--- config.mk ---
export PLATFORM = sky130hd
export DESIGN_NAME = sm83_oam_dma_arb
export DESIGN_NICKNAME = d
export VERILOG_FILES = /design/src/rtl/sm83_oam_dma_arb.sv
export SDC_FILE = /design/constraint.sdc
export NUM_CORES = 1
export LEC_CHECK = 0
export CAP_MARGIN = 20
export CORE_UTILIZATION = 42
export CTS_BUF_LIST = sky130_fd_sc_hd__clkbuf_4 sky130_fd_sc_hd__clkbuf_8
export CTS_CLUSTER_SIZE = 8
export DETAILED_ROUTE_END_ITERATION = 7
export PLACE_DENSITY_LB_ADDON = 0.25
export SLEW_MARGIN = 30
export SYNTH_ARGS = -nofsm -noshare
export SYNTH_HDL_FRONTEND = slang
export SYNTH_SLANG_ARGS = --single-unit
export TNS_END_PERCENT = 100
--- constraint.sdc ---
create_clock -name clk -period 2.5 [get_ports clk]
set_input_delay 0.5 -clock clk [delete_from_list [all_inputs] [get_ports clk]]
set_output_delay 0.5 -clock clk [all_outputs]
set_load 0.05 [all_outputs]
--- src/rtl/sm83_oam_dma_arb.sv ---
// OAM DMA engine and CPU/DMA arbiter for the external bus next to the sm83 core.
// A write to the DMA register copies one page of DMA_LEN bytes into OAM, one
// byte per M-cycle. CPU accesses below 0xFF00 are locked out while the engine
// owns the bus; the 0xFF00-0xFFFF window (I/O, HRAM, IE) is never arbitrated.
//
// state      | meaning
// -----------+----------------------------------------------------------
// ST_IDLE    | no transfer; CPU owns the external bus
// ST_PENDING | start delay counting down; bus stays DMA-owned only on restart
// ST_ACTIVE  | one source byte read per M-cycle, written to OAM at its close
module sm83_oam_dma_arb #(
  parameter int                   WORD_SIZE   = 8,
  parameter int                   ADR_WIDTH   = 16,
  parameter int                   DMA_LEN     = 160,
  parameter int                   START_DELAY = 1,
  parameter logic [ADR_WIDTH-1:0] REG_ADR     = 16'hFF46
) (
  input  logic                 clk,
  input  logic                 reset,
  input  logic                 mcyc,
  input  logic [ADR_WIDTH-1:0] cpu_adr,
  input  logic [WORD_SIZE-1:0] cpu_dout,
  input  logic                 cpu_rd,
  input  logic                 cpu_wr,
  output logic [WORD_SIZE-1:0] cpu_din,
  input  logic [WORD_SIZE-1:0] hi_din,
  output logic [ADR_WIDTH-1:0] ext_adr,
  output logic [WORD_SIZE-1:0] ext_dout,
  output logic                 ext_rd,
  output logic                 ext_wr,
  input  logic [WORD_SIZE-1:0] ext_din,
  output logic [7:0]           oam_adr,
  output logic [WORD_SIZE-1:0] oam_dout,
  output logic                 oam_wr,
  output logic                 dma_busy
);

  typedef enum logic [1:0] {
    ST_IDLE    = 2'd0,
    ST_PENDING = 2'd1,
    ST_ACTIVE  = 2'd2
  } state_t;

  localparam logic [7:0]           IDX_LAST  = 8'(DMA_LEN - 1);
  localparam logic [7:0]           DLY_LOAD  = 8'(START_DELAY);
  localparam logic [WORD_SIZE-1:0] ECHO_BASE = WORD_SIZE'(8'hE0);
  localparam logic [WORD_SIZE-1:0] ECHO_OFS  = WORD_SIZE'(8'h20);
  localparam logic [WORD_SIZE-1:0] OPEN_BUS  = '1;

  state_t                 state, state_nxt;
  logic [WORD_SIZE-1:0]   src_hi, src_hi_nxt;
  logic [7:0]             idx, idx_nxt;
  logic [7:0]             dly, dly_nxt;
  logic                   blk, blk_nxt;
  logic                   reg_wr;
  logic                   hi_region;
  logic [WORD_SIZE-1:0]   eff_hi;

  assign reg_wr    = mcyc && cpu_wr && (cpu_adr == REG_ADR);
  assign hi_region = (cpu_adr[ADR_WIDTH-1 -: 8] == 8'hFF);
  // Sources in echo RAM and above fold back onto work RAM; no carry out of idx.
  assign eff_hi    = (src_hi >= ECHO_BASE) ? (src_hi - ECHO_OFS) : src_hi;
  assign dma_busy  = (state == ST_ACTIVE) || blk;

  // State and datapath registers, synchronous active-high reset.
  always_ff @(posedge clk) begin
    if (reset) begin
      state  <= ST_IDLE;
      src_hi <= '0;
      idx    <= '0;
      dly    <= '0;
      blk    <= 1'b0;
    end else begin
      state  <= state_nxt;
      src_hi <= src_hi_nxt;
      idx    <= idx_nxt;
      dly    <= dly_nxt;
      blk    <= blk_nxt;
    end
  end

  // Next-state logic; everything advances only on the M-cycle strobe.
  always_comb begin
    state_nxt  = state;
    src_hi_nxt = src_hi;
    idx_nxt    = idx;
    dly_nxt    = dly;
    blk_nxt    = blk;
    if (mcyc) begin
      if (reg_wr) begin
        // A restart from ACTIVE keeps the bus locked through the new delay.
        src_hi_nxt = cpu_dout;
        idx_nxt    = '0;
        dly_nxt    = DLY_LOAD;
        state_nxt  = ST_PENDING;
        blk_nxt    = (state == ST_ACTIVE) || blk;
      end else begin
        case (state)
          ST_PENDING: begin
            dly_nxt = dly - 8'd1;
            if (dly == 8'd1) state_nxt = ST_ACTIVE;
          end
          ST_ACTIVE: begin
            idx_nxt = idx + 8'd1;
            if (idx == IDX_LAST) begin
              state_nxt = ST_IDLE;
              blk_nxt   = 1'b0;
            end
          end
          default: ;
        endcase
      end
    end
  end

  // OAM write happens on the closing clock of each ACTIVE M-cycle.
  always_comb begin
    oam_wr   = !reset && mcyc && (state == ST_ACTIVE);
    oam_adr  = idx;
    oam_dout = ext_din;
  end

  // External bus ownership and CPU read data selection.
  always_comb begin
    ext_adr  = '0;
    ext_dout = '0;
    ext_rd   = 1'b0;
    ext_wr   = 1'b0;
    if (!reset) begin
      if (dma_busy) begin
        ext_adr = {eff_hi, idx};
        ext_rd  = (state == ST_ACTIVE);
      end else begin
        ext_adr  = cpu_adr;
        ext_dout = cpu_dout;
        ext_rd   = cpu_rd && !hi_region;
        ext_wr   = cpu_wr && !hi_region;
      end
    end

    if (cpu_adr == REG_ADR)
      cpu_din = src_hi;
    else if (hi_region)
      cpu_din = hi_din;
    else if (dma_busy)
      cpu_din = OPEN_BUS;
    else
      cpu_din = ext_din;
  end

endmodule

==> results by group <==
Power
  – Lkg Pwr: 1.52 nW
  – Switching pwr: 0.000372 W
  – Portion of total power attributed to the clock network: 23.4%
  – Maximum vdd drop: 0.241 mV
  – Sw Share: 33.8%
  – Seq pwr share: 39.1%
  – PD cells: 316 nW/um^2
  – Logic gate share of total power: 37.5%
  – Total power: 0.00110 W
  – Int Power: 0.000727 W

Floorplanning
  – Chip width: 69.8 um
  – I/O pin total: 97
  – Die Ht: 69.8 um
  – Site row count: 24
  – Die area: 4870 um^2
  – Initial Utilization: 44.0%
  – Core footprint: 4380 um^2

Synthesis
  – Commonest cells post-synth: nand2_1, dfxtp_1, a21oi_1, nor2_1, nand2b_1
  – Post-synth EDFFs: 0
  – Post-Syn Nets: 312
  – Main area contributors after synthesis: dfxtp_1, nand2_1, mux2i_1, nand2b_1, a21oi_1
  – FFs w/ async S/R, synth: 0%
  – Synth Cell Area: 1930 um^2
  – Commonest register cell after synthesis: dfxtp_1
  – Synth unique cells: 37
  – Most common cell in the netlist: nand2_1
  – Share of the synthesized area in the top cell type: 28.0%
  – Mapped Avg Cell Area: 7.33 um^2
  – Number of synthesized register bits: 27
  – Register area share after synthesis: 28.0%
  – Post-Syn Instances: 263
  – Synth warn: 0
  – Yosys top cell by area: dfxtp_1

Timing
  – Final Skew: 0.00738 ns
  – Final hold violations: 0
  – Hold WS: 0.531 ns
  – Pins Over Slew Limit: 0
  – Final Cycle Share: 105%
  – Final min period: 2.62 ns
  – Slew @ Worst Pin: 0.495 ns
  – Unrepaired setup endpoints after global routing: yes
  – Min setup slack post-route: -0.117 ns
  – Slew headroom: 66.7%
  – Fmax achieved: 382 MHz
  – Final setup viols: 8

Run status
  – Status: complete, but fails checks
  – Failing checks: setup timing

GRT
  – Number of global-route vias before repair: 2178
  – Initial antenna violation count: 0
  – First-pass GRT wire length: 11000 um
  – GRT Residual Overflow: 0
  – All-Layer GR Usage: 28.4%
  – Largest net degree at the start of global routing: 18

Clock network
  – Root Buffer: clkbuf_8
  – CTS Hold Buffers Added: 0
  – Reg clk slew, reported paths: 0.10 ns
  – CTS Sinks: 27
  – Clock Latency Late Sink: 0.27 ns
  – H-tree depth: 1
  – CTS tree: yes
  – TritonCTS Buffers: 3
  – Clk buf depth: 2

Job
  – Max-cap violations: 0

Detailed routing
  – DR WL/cell: 16.0 um
  – Vias: 2188
  – Final WL: 6670 um
  – Vias/cell: 5.26
  – Remaining antenna violation count after routing: 0
  – DR iter-0 viols: 148
  – First-pass iteration count of the detailed router: 4
  – Drc violations: 0

Final layout
  – Fill cells: 283
  – Nets: 414
  – Layout area overhead: 80.0%
  – Reg area: 541 um^2
  – Ratio of cells with drive above 1 in the final layout: 32.1%
  – # diodes: 0
  – Area taken by multi-input logic gates: 1500 um^2
  – Final core utilization: 79.2%

Critical path
  – Setup crit end kind: output pin
  – CP Launch Type: input pin
  – Critical Path Slowest Stage Cell: mux2i_1
  – Critical Path RT: 2.00 ns
  – Crit path arrival time: 2.12 ns
  – Critical path's largest stage delay: 0.34 ns
  – Cell family with most CP delay: buffers and inverters
  – Crit-path max FO: 9
  – Kind of critical path: input pin to output pin
  – Crit path cell chain: dlygate4sd2_1, nand4_1, buf_4, nor2_1, buf_6, mux2i_1, o21ai_4, buf_12
  – Worst Path Buf+Inv: 4

Placement
  – HPWL Detailed: 4620 um
  – Port bufs: 96
  – GP Congestion: 0.893
  – Pre-CTS setup slack: -0.418 ns

Min path
  – Worst hold path class: register to register
-- final timing paths --
check,start,end,slack [ns],cells past startpoint
max,cpu_adr[13],cpu_din[7],-0.12,8
min,dly[1]$_SDFFE_PP0P_,dly[1]$_SDFFE_PP0P_,0.53,2
max reg2reg,oam_adr[0]$_SDFFE_PP0P_,blk$_SDFFE_PP0P_,0.75,5
min reg2reg,dly[1]$_SDFFE_PP0P_,dly[1]$_SDFFE_PP0P_,0.53,2
-- what timing repair did --
action / in CTS / in global routing
gates cloned: 2 / 0
endpoints found under the hold margin: 0 / 0
buffers inserted: 7 / 1
setup endpoints to repair: 10 / 16
gates resized for setup: 66 / 12
pin swaps: 5 / 2
-- power groups by stage --
stage	Clock, W	Sequential, W	Combinational [W]
after floorplan	0	0.000440	0.000210
after detailed placement	0	0.000440	0.000402
final	0.000257	0.000430	0.000412
after global placement	0	0.000440	0.000398
after global routing	0.000283	0.000430	0.000429
after CTS	0.000263	0.000430	0.000403
-- worst register-to-register path, cell delays in order (launching register included) --
cell and delay, ns:
dfxtp_1 0.48, ha_1 0.20, and4b_1 0.28, nand4_1 0.20
nor3b_1 0.20, mux2_1 0.29
-- per-layer routing --
| layer | vias to the layer above | share of wire, % | GRT usage, % |
|---|---|---|---|
| met5 | - | 0 | 0 |
| met4 | 0 | 0.84 | 6.44 |
| met3 | 6 | 5.8 | 4.22 |
| met2 | 82 | 52 | 52.2 |
| met1 | 1021 | 41 | 34.6 |
| li1 | 1079 | - | - |
-- cell families (layout without fill, tap and decap cells) --
family	count (synthesis)	count (layout)	synth area share (%)
buffers and inverters	36	137	9.15
and+or+nand+nor	132	132	35.9
adders and majority gates	4	4	2.60
AOI/OAI and AO/OA	33	33	9.09
muxes	17	17	8.89
xor gates and xnor gates	14	14	6.36
DFF	27	27	28.0
-- cell type report --
| cell class | count | area share [%] |
|---|---|---|
| well taps | 52 | 1.87 |
| multi-input cells | 200 | 43.3 |
| inverters | 15 | 1.62 |
| repair buffers | 118 | 36.3 |
| flip-flops and latches | 27 | 15.6 |
| clock buffers | 3 | 1.19 |
| clock inverters | 1 | 0.216 |
-- metrics by stage --
| stage | setup TNS (ns) | instance area, um^2 | cells |
|---|---|---|---|
| floorplan | -1.41 | 2080 | 263 |
| global placement | -5.13 | 3240 | 405 |
| detailed placement | -6.94 | 3240 | 405 |
| CTS | -0.799 | 3500 | 418 |
| global route | -0.954 | 3470 | 416 |
| finish | -0.597 | 3470 | 416 |
-- placed cells by master, fill, tap and decap left out, types with 2 or more instances in the layout --
master | Yosys | layout
dlygate4sd2_1 | 0 | 8
xnor2_1 | 5 | 5
nand4b_1 | 3 | 3
nor2_1 | 21 | 20
ha_1 | 4 | 4
xor2_1 | 9 | 9
nor4_1 | 2 | 2
buf_2 | 3 | 5
mux2i_2 | 0 | 6
dfxtp_1 | 27 | 27
buf_6 | 1 | 4
inv_1 | 14 | 14
nand2_4 | 0 | 8
clkbuf_8 | 0 | 3
nand4_1 | 7 | 7
a21oi_4 | 0 | 9
mux2i_1 | 16 | 10
nand3b_1 | 2 | 2
buf_4 | 8 | 43
and3_1 | 2 | 2
buf_12 | 0 | 22
clkdlybuf4s50_1 | 0 | 35
and2_1 | 9 | 9
nand2b_1 | 17 | 17
nand2_1 | 45 | 37
and3b_1 | 2 | 2
nand3_1 | 15 | 15
a21oi_1 | 21 | 11
o21ai_4 | 0 | 8
-- sequential cells by signal, indices dropped and copies added, names as in the netlist --
name,cells
dly,8
oam_adr,8
src_hi,8
state,2
blk,1
Power figures use the tool's default switching activity.
